<file path="config.mk">
export PLATFORM = sky130hd
export DESIGN_NAME = reset_sequencer
export DESIGN_NICKNAME = d
export VERILOG_FILES = /design/src/rtl/reset_pkg.sv /design/src/rtl/seq_timer.sv /design/src/rtl/reset_sequencer.sv
export SDC_FILE = /design/constraint.sdc
export NUM_CORES = 1
export LEC_CHECK = 0
export ABC_AREA = 1
export CAP_MARGIN = 20
export CORE_ASPECT_RATIO = 0.7
export CORE_MARGIN = 10
export CORE_UTILIZATION = 30
export DETAILED_ROUTE_END_ITERATION = 16
export DONT_BUFFER_PORTS = 1
export PLACE_DENSITY = 0.52
export SLEW_MARGIN = 20
export SYNTH_ARGS = -nofsm -noshare
export SYNTH_HDL_FRONTEND = slang
export SYNTH_HIERARCHICAL = 1
export SYNTH_SLANG_ARGS = --single-unit
</file>
<file path="constraint.sdc">
create_clock -name Clk -period 6.9 [get_ports Clk]
set_input_delay 1.035 -clock Clk [delete_from_list [all_inputs] [get_ports Clk]]
set_output_delay 1.035 -clock Clk [all_outputs]
set_load 0.05 [all_outputs]
</file>
<file path="src/rtl/reset_pkg.sv">
// reset_pkg: types and helpers shared by the reset sequencer and its timer.
//   seq_state_e : sequencer state encoding (HOLD, WAIT, RUN, FAULT)
//   clog2w()    : bit width needed to hold values 0..n-1 (never less than 1)
//   FAIL_W      : width of the failing-domain index
package reset_pkg;

    typedef enum logic [1:0] {
        ST_HOLD  = 2'd0,
        ST_WAIT  = 2'd1,
        ST_RUN   = 2'd2,
        ST_FAULT = 2'd3
    } seq_state_e;

    localparam int unsigned MAX_STAGES = 4;
    localparam int unsigned FAIL_W     = 2;

    function automatic int unsigned clog2w(input int unsigned n);
        int unsigned w;
        for (w = 1; (w < 32) && ((32'd1 << w) < n); w++) begin
        end
        return w;
    endfunction

endpackage

</file>
<file path="src/rtl/seq_timer.sv">
// seq_timer: shared hold/timeout cycle counter.
//   clk_i  : clock (rising edge)
//   rst_i  : synchronous active-high reset, clears the count
//   clr_i  : synchronous clear, wins over enable
//   en_i   : count up by one this cycle
//   term_i : terminal-count value to compare against
//   tc_o   : high while the current count equals term_i
module seq_timer #(
    parameter int unsigned WIDTH = 4
) (
    input  logic             clk_i,
    input  logic             rst_i,
    input  logic             clr_i,
    input  logic             en_i,
    input  logic [WIDTH-1:0] term_i,
    output logic             tc_o
);

    logic [WIDTH-1:0] count_q, count_d;

    always_comb begin
        count_d = count_q;
        if (clr_i) begin
            count_d = '0;
        end else if (en_i) begin
            count_d = count_q + 1'b1;
        end
    end

    always_ff @(posedge clk_i) begin
        if (rst_i) begin
            count_q <= '0;
        end else begin
            count_q <= count_d;
        end
    end

    assign tc_o = (count_q == term_i);

endmodule

</file>
<file path="src/rtl/reset_sequencer.sv">
// reset_sequencer: releases STAGES reset domains one at a time.
// All domains are held for HOLD_CYCLES, then domain 0 is released; each
// further domain is released once the previous one acknowledges. A missing
// Ack within TIMEOUT_CYCLES, or any Ack loss, latches FAULT until SoftReq or
// Reset.
//   Clk       : clock (rising edge)
//   Reset     : synchronous active-high reset, overrides everything
//   SoftReq   : one-cycle request to restart the sequence from HOLD
//   Ack       : per-domain ready level
//   StageRst  : per-domain active-high reset (registered)
//   Busy      : high in HOLD or WAIT (registered)
//   Done      : high in RUN (registered)
//   Fault     : high in FAULT (registered)
//   FailStage : domain index of the most recent fault (registered)
module reset_sequencer
    import reset_pkg::*;
#(
    parameter int unsigned STAGES         = 3,
    parameter int unsigned HOLD_CYCLES    = 16,
    parameter int unsigned TIMEOUT_CYCLES = 1024
) (
    input  logic              Clk,
    input  logic              Reset,
    input  logic              SoftReq,
    input  logic [STAGES-1:0] Ack,
    output logic [STAGES-1:0] StageRst,
    output logic              Busy,
    output logic              Done,
    output logic              Fault,
    output logic [1:0]        FailStage
);

    localparam int unsigned CNT_MAX =
        (HOLD_CYCLES > TIMEOUT_CYCLES) ? HOLD_CYCLES : TIMEOUT_CYCLES;
    localparam int unsigned CNT_W = clog2w(CNT_MAX);
    localparam logic [CNT_W-1:0] HOLD_TERM = CNT_W'(HOLD_CYCLES - 1);
    localparam logic [CNT_W-1:0] TOUT_TERM = CNT_W'(TIMEOUT_CYCLES - 1);
    localparam logic [1:0]       LAST_K    = 2'(STAGES - 1);

    seq_state_e        state_q, state_d;
    logic [1:0]        k_q, k_d;
    logic [FAIL_W-1:0] fail_q, fail_d;
    logic [STAGES-1:0] rst_q, rst_d;
    logic              busy_q, busy_d;
    logic              done_q, done_d;
    logic              fault_q, fault_d;

    logic              tmr_clr, tmr_en, tmr_tc;
    logic [CNT_W-1:0]  tmr_term;

    logic              ack_k;
    logic              low_lost, any_lost;
    logic [1:0]        low_idx, any_idx;

    seq_timer #(
        .WIDTH (CNT_W)
    ) u_timer (
        .clk_i  (Clk),
        .rst_i  (Reset),
        .clr_i  (tmr_clr),
        .en_i   (tmr_en),
        .term_i (tmr_term),
        .tc_o   (tmr_tc)
    );

    always_comb begin
        state_d  = state_q;
        k_d      = k_q;
        fail_d   = fail_q;
        tmr_clr  = 1'b0;
        tmr_en   = (state_q == ST_HOLD) || (state_q == ST_WAIT);
        tmr_term = (state_q == ST_HOLD) ? HOLD_TERM : TOUT_TERM;

        // Ack of the domain being waited on, lowest dropped Ack among the
        // already-released domains below K, and lowest dropped Ack overall.
        ack_k    = 1'b0;
        low_lost = 1'b0;
        low_idx  = '0;
        any_lost = 1'b0;
        any_idx  = '0;
        for (int unsigned j = 0; j < STAGES; j++) begin
            if (2'(j) == k_q) begin
                ack_k = Ack[j];
            end
            if (!Ack[j] && !any_lost) begin
                any_lost = 1'b1;
                any_idx  = 2'(j);
            end
            if (!Ack[j] && (2'(j) < k_q) && !low_lost) begin
                low_lost = 1'b1;
                low_idx  = 2'(j);
            end
        end

        case (state_q)
            ST_HOLD: begin
                if (tmr_tc) begin
                    state_d = ST_WAIT;
                    k_d     = '0;
                    tmr_clr = 1'b1;
                end
            end
            ST_WAIT: begin
                // A released domain losing Ack outranks progress; Ack on the
                // current domain outranks a timeout in the same cycle.
                if (low_lost) begin
                    state_d = ST_FAULT;
                    fail_d  = low_idx;
                end else if (ack_k) begin
                    if (k_q == LAST_K) begin
                        state_d = ST_RUN;
                    end else begin
                        k_d     = k_q + 2'd1;
                        tmr_clr = 1'b1;
                    end
                end else if (tmr_tc) begin
                    state_d = ST_FAULT;
                    fail_d  = k_q;
                end
            end
            ST_RUN: begin
                if (any_lost) begin
                    state_d = ST_FAULT;
                    fail_d  = any_idx;
                end
            end
            ST_FAULT: begin
            end
            default: begin
                state_d = ST_HOLD;
            end
        endcase

        if (SoftReq) begin
            state_d = ST_HOLD;
            k_d     = '0;
            tmr_clr = 1'b1;
        end

        // Outputs are decoded from the next state so they register on the
        // same edge as the state itself.
        rst_d   = '1;
        busy_d  = 1'b0;
        done_d  = 1'b0;
        fault_d = 1'b0;
        case (state_d)
            ST_HOLD: begin
                busy_d = 1'b1;
            end
            ST_WAIT: begin
                busy_d = 1'b1;
                for (int unsigned j = 0; j < STAGES; j++) begin
                    rst_d[j] = (2'(j) > k_d);
                end
            end
            ST_RUN: begin
                rst_d  = '0;
                done_d = 1'b1;
            end
            default: begin
                fault_d = 1'b1;
            end
        endcase
    end

    always_ff @(posedge Clk) begin
        if (Reset) begin
            state_q <= ST_HOLD;
            k_q     <= '0;
            fail_q  <= '0;
            rst_q   <= '1;
            busy_q  <= 1'b1;
            done_q  <= 1'b0;
            fault_q <= 1'b0;
        end else begin
            state_q <= state_d;
            k_q     <= k_d;
            fail_q  <= fail_d;
            rst_q   <= rst_d;
            busy_q  <= busy_d;
            done_q  <= done_d;
            fault_q <= fault_d;
        end
    end

    assign StageRst  = rst_q;
    assign Busy      = busy_q;
    assign Done      = done_q;
    assign Fault     = fault_q;
    assign FailStage = fail_q;

endmodule

</file>
* Word level (Yosys, flattened, before mapping)
Index checks and enable logic that the tools add are counted.
W data, S select, Z words.
** Storage, ports and cells
- Flip-flop bits (word level) :: 22
- Latch bits :: 0
- Memory bits (writable) :: 0
- Memory bits (read-only) :: 0
- Bits of input ports :: 6
- Output and inout port bits :: 8
- Logic and storage cells :: 92
- Memories kept :: 0
** Operators by class
- Add/sub/neg operators :: 2
- Multiply operators :: 0
- Div/mod/pow operators :: 0
- Order comparisons :: 6
- Equal/unequal tests :: 11
- Shift-type cells :: 0
- Muxes and demuxes :: 43
- Bitwise gates (word level) :: 0
- Reduce and logical (&&, ||, !) cells :: 22
** Operator list (number)
- $mux W2 :: 18
- $mux W1 :: 19
- $add A10 B1 Y10 const B :: 1
- $eq A10 B10 Y1 :: 1
- $mux W10 :: 1
- $pmux W2 S2 :: 2
- $logic_and A1 B1 Y1 :: 7
- $eq A2 B2 Y1 const B :: 3
- $logic_not A1 Y1 :: 6
- $logic_not A2 Y1 :: 3
- $ne A3 B3 Y1 const B :: 2
- $pmux W2 S3 :: 1
- $pmux W3 S2 :: 1
- $eq A2 B1 Y1 const B :: 2
- $gt A1 B2 Y1 const A :: 2
- $lt A1 B2 Y1 const A :: 2
- $reduce_and A4 Y1 :: 1
- $reduce_or A2 Y1 :: 2
- $reduce_or A3 Y1 :: 1
- $add A2 B1 Y2 const B :: 1
- $eq A1 B2 Y1 const A :: 1
- $eq A2 B2 Y1 const A :: 1
- $gt A2 B2 Y1 const A :: 1
- $lt A2 B2 Y1 const A :: 1
- other kinds (4) :: 4

* Longest topological paths before layout
- Depth after elaboration :: 15
- Mapped depth :: 17
- Mapped depth without buffers :: 17

* Hierarchy
Netlist, hierarchy kept.
** Modules (own cells, without submodules)
- reset_sequencer :: instances 1, cells an instance 112, area each 820.8 um2
- seq_timer :: instances 1, cells an instance 87, area each 593.1 um2

* Worst setup path after synthesis
Ideal clock, no wire load.
- Path kind :: reg-to-reg
- Start :: reg state_q[1]
- End :: reg rst_q[0] (netlist: StageRst[0])
- Arrival :: 2.287 ns
- Required time :: 6.777 ns
- Path slack :: 4.489 ns
- Stages on the path, launching flop included :: 13
- Path buffers :: 0
- Period minus slack after synthesis :: 2.411 ns
- Path through :: dfxtp_1 > inv_2 > nand2_1 > or2_0 > a21oi_1 > nand3_1 > nor2_1 > nor2_1 > o2111ai_1 > nand2_1 > a21oi_1 > ha_1 > or2_2
** Between the ends
- Word-level cells in the longest chain between the ends :: 10
- Elaborated cells between the ends (all ways) :: 20
** RTL lines
- start: declaration :: RTL line reset_sequencer.sv:40 : seq_state_e state_q, state_d;
- start signal: assignment :: RTL line reset_sequencer.sv:176 : state_q <= state_d;
- $logic_not A2 Y1 (*) :: RTL line reset_sequencer.sv:72 : tmr_term = (state_q == ST_HOLD) ? HOLD_TERM : TOUT_TERM;
- $mux W10 (*) :: RTL line reset_sequencer.sv:72
- net tmr_term[4] :: RTL line reset_sequencer.sv:49 : logic [CNT_W-1:0] tmr_term;
- $eq A10 B10 Y1 (*) :: RTL line seq_timer.sv:38 : assign tc_o = (count_q == term_i);
- net tmr_tc :: RTL line reset_sequencer.sv:48 : logic tmr_clr, tmr_en, tmr_tc;
- $mux W2 :: RTL line reset_sequencer.sv:116 : end else if (tmr_tc) begin
- $mux W2 :: RTL line reset_sequencer.sv:109 : end else if (ack_k) begin
- $mux W2 :: RTL line reset_sequencer.sv:106 : if (low_lost) begin
- $pmux W2 S3 :: RTL line reset_sequencer.sv:95 : case (state_q)
- $mux W2 :: RTL line reset_sequencer.sv:134 : if (SoftReq) begin
- $eq A2 B2 Y1 or $eq A2 B1 Y1 (tied branches) :: RTL line reset_sequencer.sv:146 : case (state_d)
- $pmux W3 S2 (*) :: RTL line reset_sequencer.sv:146
- net rst_d[0] :: RTL line reset_sequencer.sv:43 : logic [STAGES-1:0] rst_q, rst_d;
- end signal: assignment :: RTL line reset_sequencer.sv:179 : rst_q <= rst_d;
- end: declaration :: RTL line reset_sequencer.sv:43
Mark *: on every way through the listed nets, which the timed path passes. The rest lies on a longest branch.
A chain may end at the register's enable or synchronous reset.

* Final worst setup path
- Start :: reg state_q[1]
- End :: reg rst_q[1] (netlist: StageRst[1])
** Between the ends
- Word-level cells in the longest chain between the ends :: 10
- Elaborated cells between the ends (all ways) :: 20
** RTL lines (RTL line)
- $logic_not A2 Y1 (*) :: reset_sequencer.sv:72
- $mux W10 (*) :: reset_sequencer.sv:72
- net tmr_term[4] :: reset_sequencer.sv:49
- $eq A10 B10 Y1 (*) :: seq_timer.sv:38
- net tmr_tc :: reset_sequencer.sv:48
- $mux W2 :: reset_sequencer.sv:116
- $mux W2 :: reset_sequencer.sv:109
- $mux W2 :: reset_sequencer.sv:106
- $pmux W2 S3 :: reset_sequencer.sv:95
- $mux W2 :: reset_sequencer.sv:134
- $eq A2 B2 Y1 or $eq A2 B1 Y1 (tied branches) :: reset_sequencer.sv:146
- $pmux W3 S2 (*) :: reset_sequencer.sv:146
Marks and branches as above.

==> qor.txt <==
outcome = finished clean
Max VDD drop = 0.0000748 V
FF-to-FF setup slack = 4.10 ns
Crit path largest cell delay = 0.37 ns
nets = 222
Vias = 1183
distinct cell type count after synthesis = 31
Setup WS post-layout = 4.10 ns
DRC violations left = 0
Final Hold Viols = 0
Max Slew Vio Count = 0
CP Launch Type = flop
post-cts sizing count = 0
Final Cell Area = 0.00157 mm2
Final TNS setup = 0 ns
worst r2r src = state_q[1]
# IOs = 14
fin util = 0.351
synthesis-stage register bit count = 22
area post-placement = 0.00149 mm2
Port Buf Inserts = 0
P per Cell Area = 179 mW/mm2
total track usage = 0.0813
non-filler instance count after layout = 261
Clock Skew = 0.00845 ns
clock sink count = 22
pre-CTS setup slack = 4.13 ns
Detailed Route Iter0 Violations = 69
die area = 0.00790 mm2
Reg area = 440 um2
reg-to-reg endpoint = StageRst[1]
Routed WL = 2.99 mm
placer's final routability congestion estimate = 0.795
Seq/Total Area, Yosys = 0.312
Post-DP HPWL = 2.40 mm
hold buffers post-CTS = 0
Crit Path Max Fanout = 11
Syn. warnings = 6
wire per inst = 11.4 um
Post-Syn Area per Cell = 7.10 um2
Post-DRT Antenna Nets = 0
CTS tree = done
Clock Latency Late Sink = 0.27 ns
Commonest cells post-synth = nand2_1, inv_1, dfxtp_1, nor2_1, a21oi_1
R2R depth = 13
worst hold path depth = 1
Min-Delay Endpoint = u_timer/count_q[0]
grt met2 use = 0.122
core region area = 0.00445 mm2
async set-or-reset flop fraction in the synthesized netlist = 0
WP data required = 7.06 ns
HP Start = u_timer/count_q[0]
RSZ-0062 raised after global routing = no
Worst Setup End Kind = flop
HP Class = reg -> reg
Slew @ Worst Pin = 0.507 ns
Synth top area share = 0.312
initial antenna violation count = 0
vias in the first global route = 1182
area of the multi-input gates = 857 um2
P_leak = 0.710 nW
Post-CTS Repair Setup Buffers = 0
met3 Usage GRT = 0.0354
Die Y = 77.4 um
MaxCap Viol Count = 0
slowest CP cell = dfxtp_1
Tcrit/Tclk final = 0.406
largest net degree at the start of global routing = 14
deepest clock path buffer count = 2
count of final setup violators = 0
Max-slew headroom = 0.662
top-count cell post-synth = nand2_1
Syn Inst Count = 199
Min Clock Period, post-route = 2.80 ns
GR peak layer = met2
Starting Density = 0.317
Crit path arrival time = 2.96 ns
global-route wire length before repair = 5.39 mm
clock slew at reported path FFs = 0.09 ns
H-tree levels = 1
DR vias/cell = 4.53
Antenna Cells = 0
EDFF count, synth = 0
Crit Path Class = reg -> reg
Die X = 102 um
Num CTS Buffers = 3
fmax = 357 MHz
Area Growth Syn to Fin = 10.7%
met1 Usage GRT = 0.109
ranking of synthesized cells by area = dfxtp_1, nand2_1, ha_1
Post-synth top flop = dfxtp_1
fill count = 484
Mapped Area = 0.00141 mm2
grt total ovfl = 0
CP cell instances = inv_2 > nand2_1 > or2_0 > a21oi_1 > nand3_1 > nor2_1 > nor2_1 > o2111ai_1 > nand2_1 > a21oi_1 > ha_1 > o21ai_0 > o21bai_2
clock root cell = clkbuf_8
fraction of layout cells with a size suffix above 1 = 0.146
num rows = 20
Cells after DPL = 257
area leader, netlist = dfxtp_1
Pre-antenna DRT Iters = 4
[cell families (layout without fill, tap and decap cells)]
family | count (synthesis) | in the layout | synth area share
DFF | 22 | 22 | 0.312
xor gates and xnor gates | 6 | 6 | 0.0372
AOI/OAI and AO/OA | 33 | 33 | 0.137
and+or+nand+nor | 94 | 94 | 0.342
adders and majority gates | 9 | 9 | 0.0796
buffers and inverters | 34 | 38 | 0.0903
other | 1 | 4 | 0.00265
[registers in the layout, indices dropped and copies added (netlist names)]
name / count
StageRst: 3
k_q: 2
FailStage: 2
Fault: 1
Done: 1
state_q: 2
Busy: 1
u_timer/count_q: 10
[per-layer routing]
layer / part of all wire / up-vias
li1: - / 643
met1: 0.52 / 516
met2: 0.40 / 22
met3: 0.073 / 2
met4: 0.0027 / 0
met5: 0 / -
[cell usage in the layout (no fill, tap or decap), types with 2 or more instances in the layout]
master	n
a31oi_1	2
o21ai_0	7
ha_1	9
nand2_2	7
xor2_1	6
nor3_1	4
a21oi_1	15
nor2_1	22
nand2_4	3
dfxtp_1	22
inv_2	6
inv_1	27
clkbuf_8	3
or2_0	2
nand3_1	13
nand2_1	33
o21ai_1	3
conb_1	4
nor2_4	4
[cell type report]
cell class	instances	share of cell area
multi-input combinational	146	0.548
sequential	22	0.281
inverter	34	0.0815
tap	55	0.0440
clock buffer	3	0.0264
clock inverter	1	0.0192
[critical path, delay by kind of cell (launching register included)]
family,cells,cell delay (ns)
compound gates,5,0.91
fa+ha+maj,1,0.25
buf+inv,1,0.17
flops,1,0.37
simple gates,6,1.00
[through the flow]
stage               power [W]  hold slack [ns]
CTS                  0.000284            0.532
finish               0.000281            0.528
global placement     0.000161            0.503
global route         0.000293            0.567
detailed placement   0.000160            0.510
floorplan            0.000156            0.473
[worst max path at each step]
stage	startpoint	end	slack [ns]
3_5_place_dp	state_q[1]	StageRst[1]	4.13
4_1_cts	state_q[1]	StageRst[1]	4.10
5_1_grt	state_q[1]	StageRst[1]	3.78
6_report	state_q[1]	StageRst[1]	4.10
3_3_place_gp	state_q[1]	StageRst[1]	4.29
2_1_floorplan	state_q[1]	StageRst[0]	4.49
[where the power goes]
group	switching, W	leakage [nW]	total, W	internal [W]
clock	0.0000457	0.0357	0.000123	0.0000775
sequential	0.00000519	0.178	0.000134	0.000129
combinational	0.0000149	0.497	0.0000235	0.00000861
total	0.0000658	0.710	0.000281	0.000215
(Power assumes the default switching activity.)
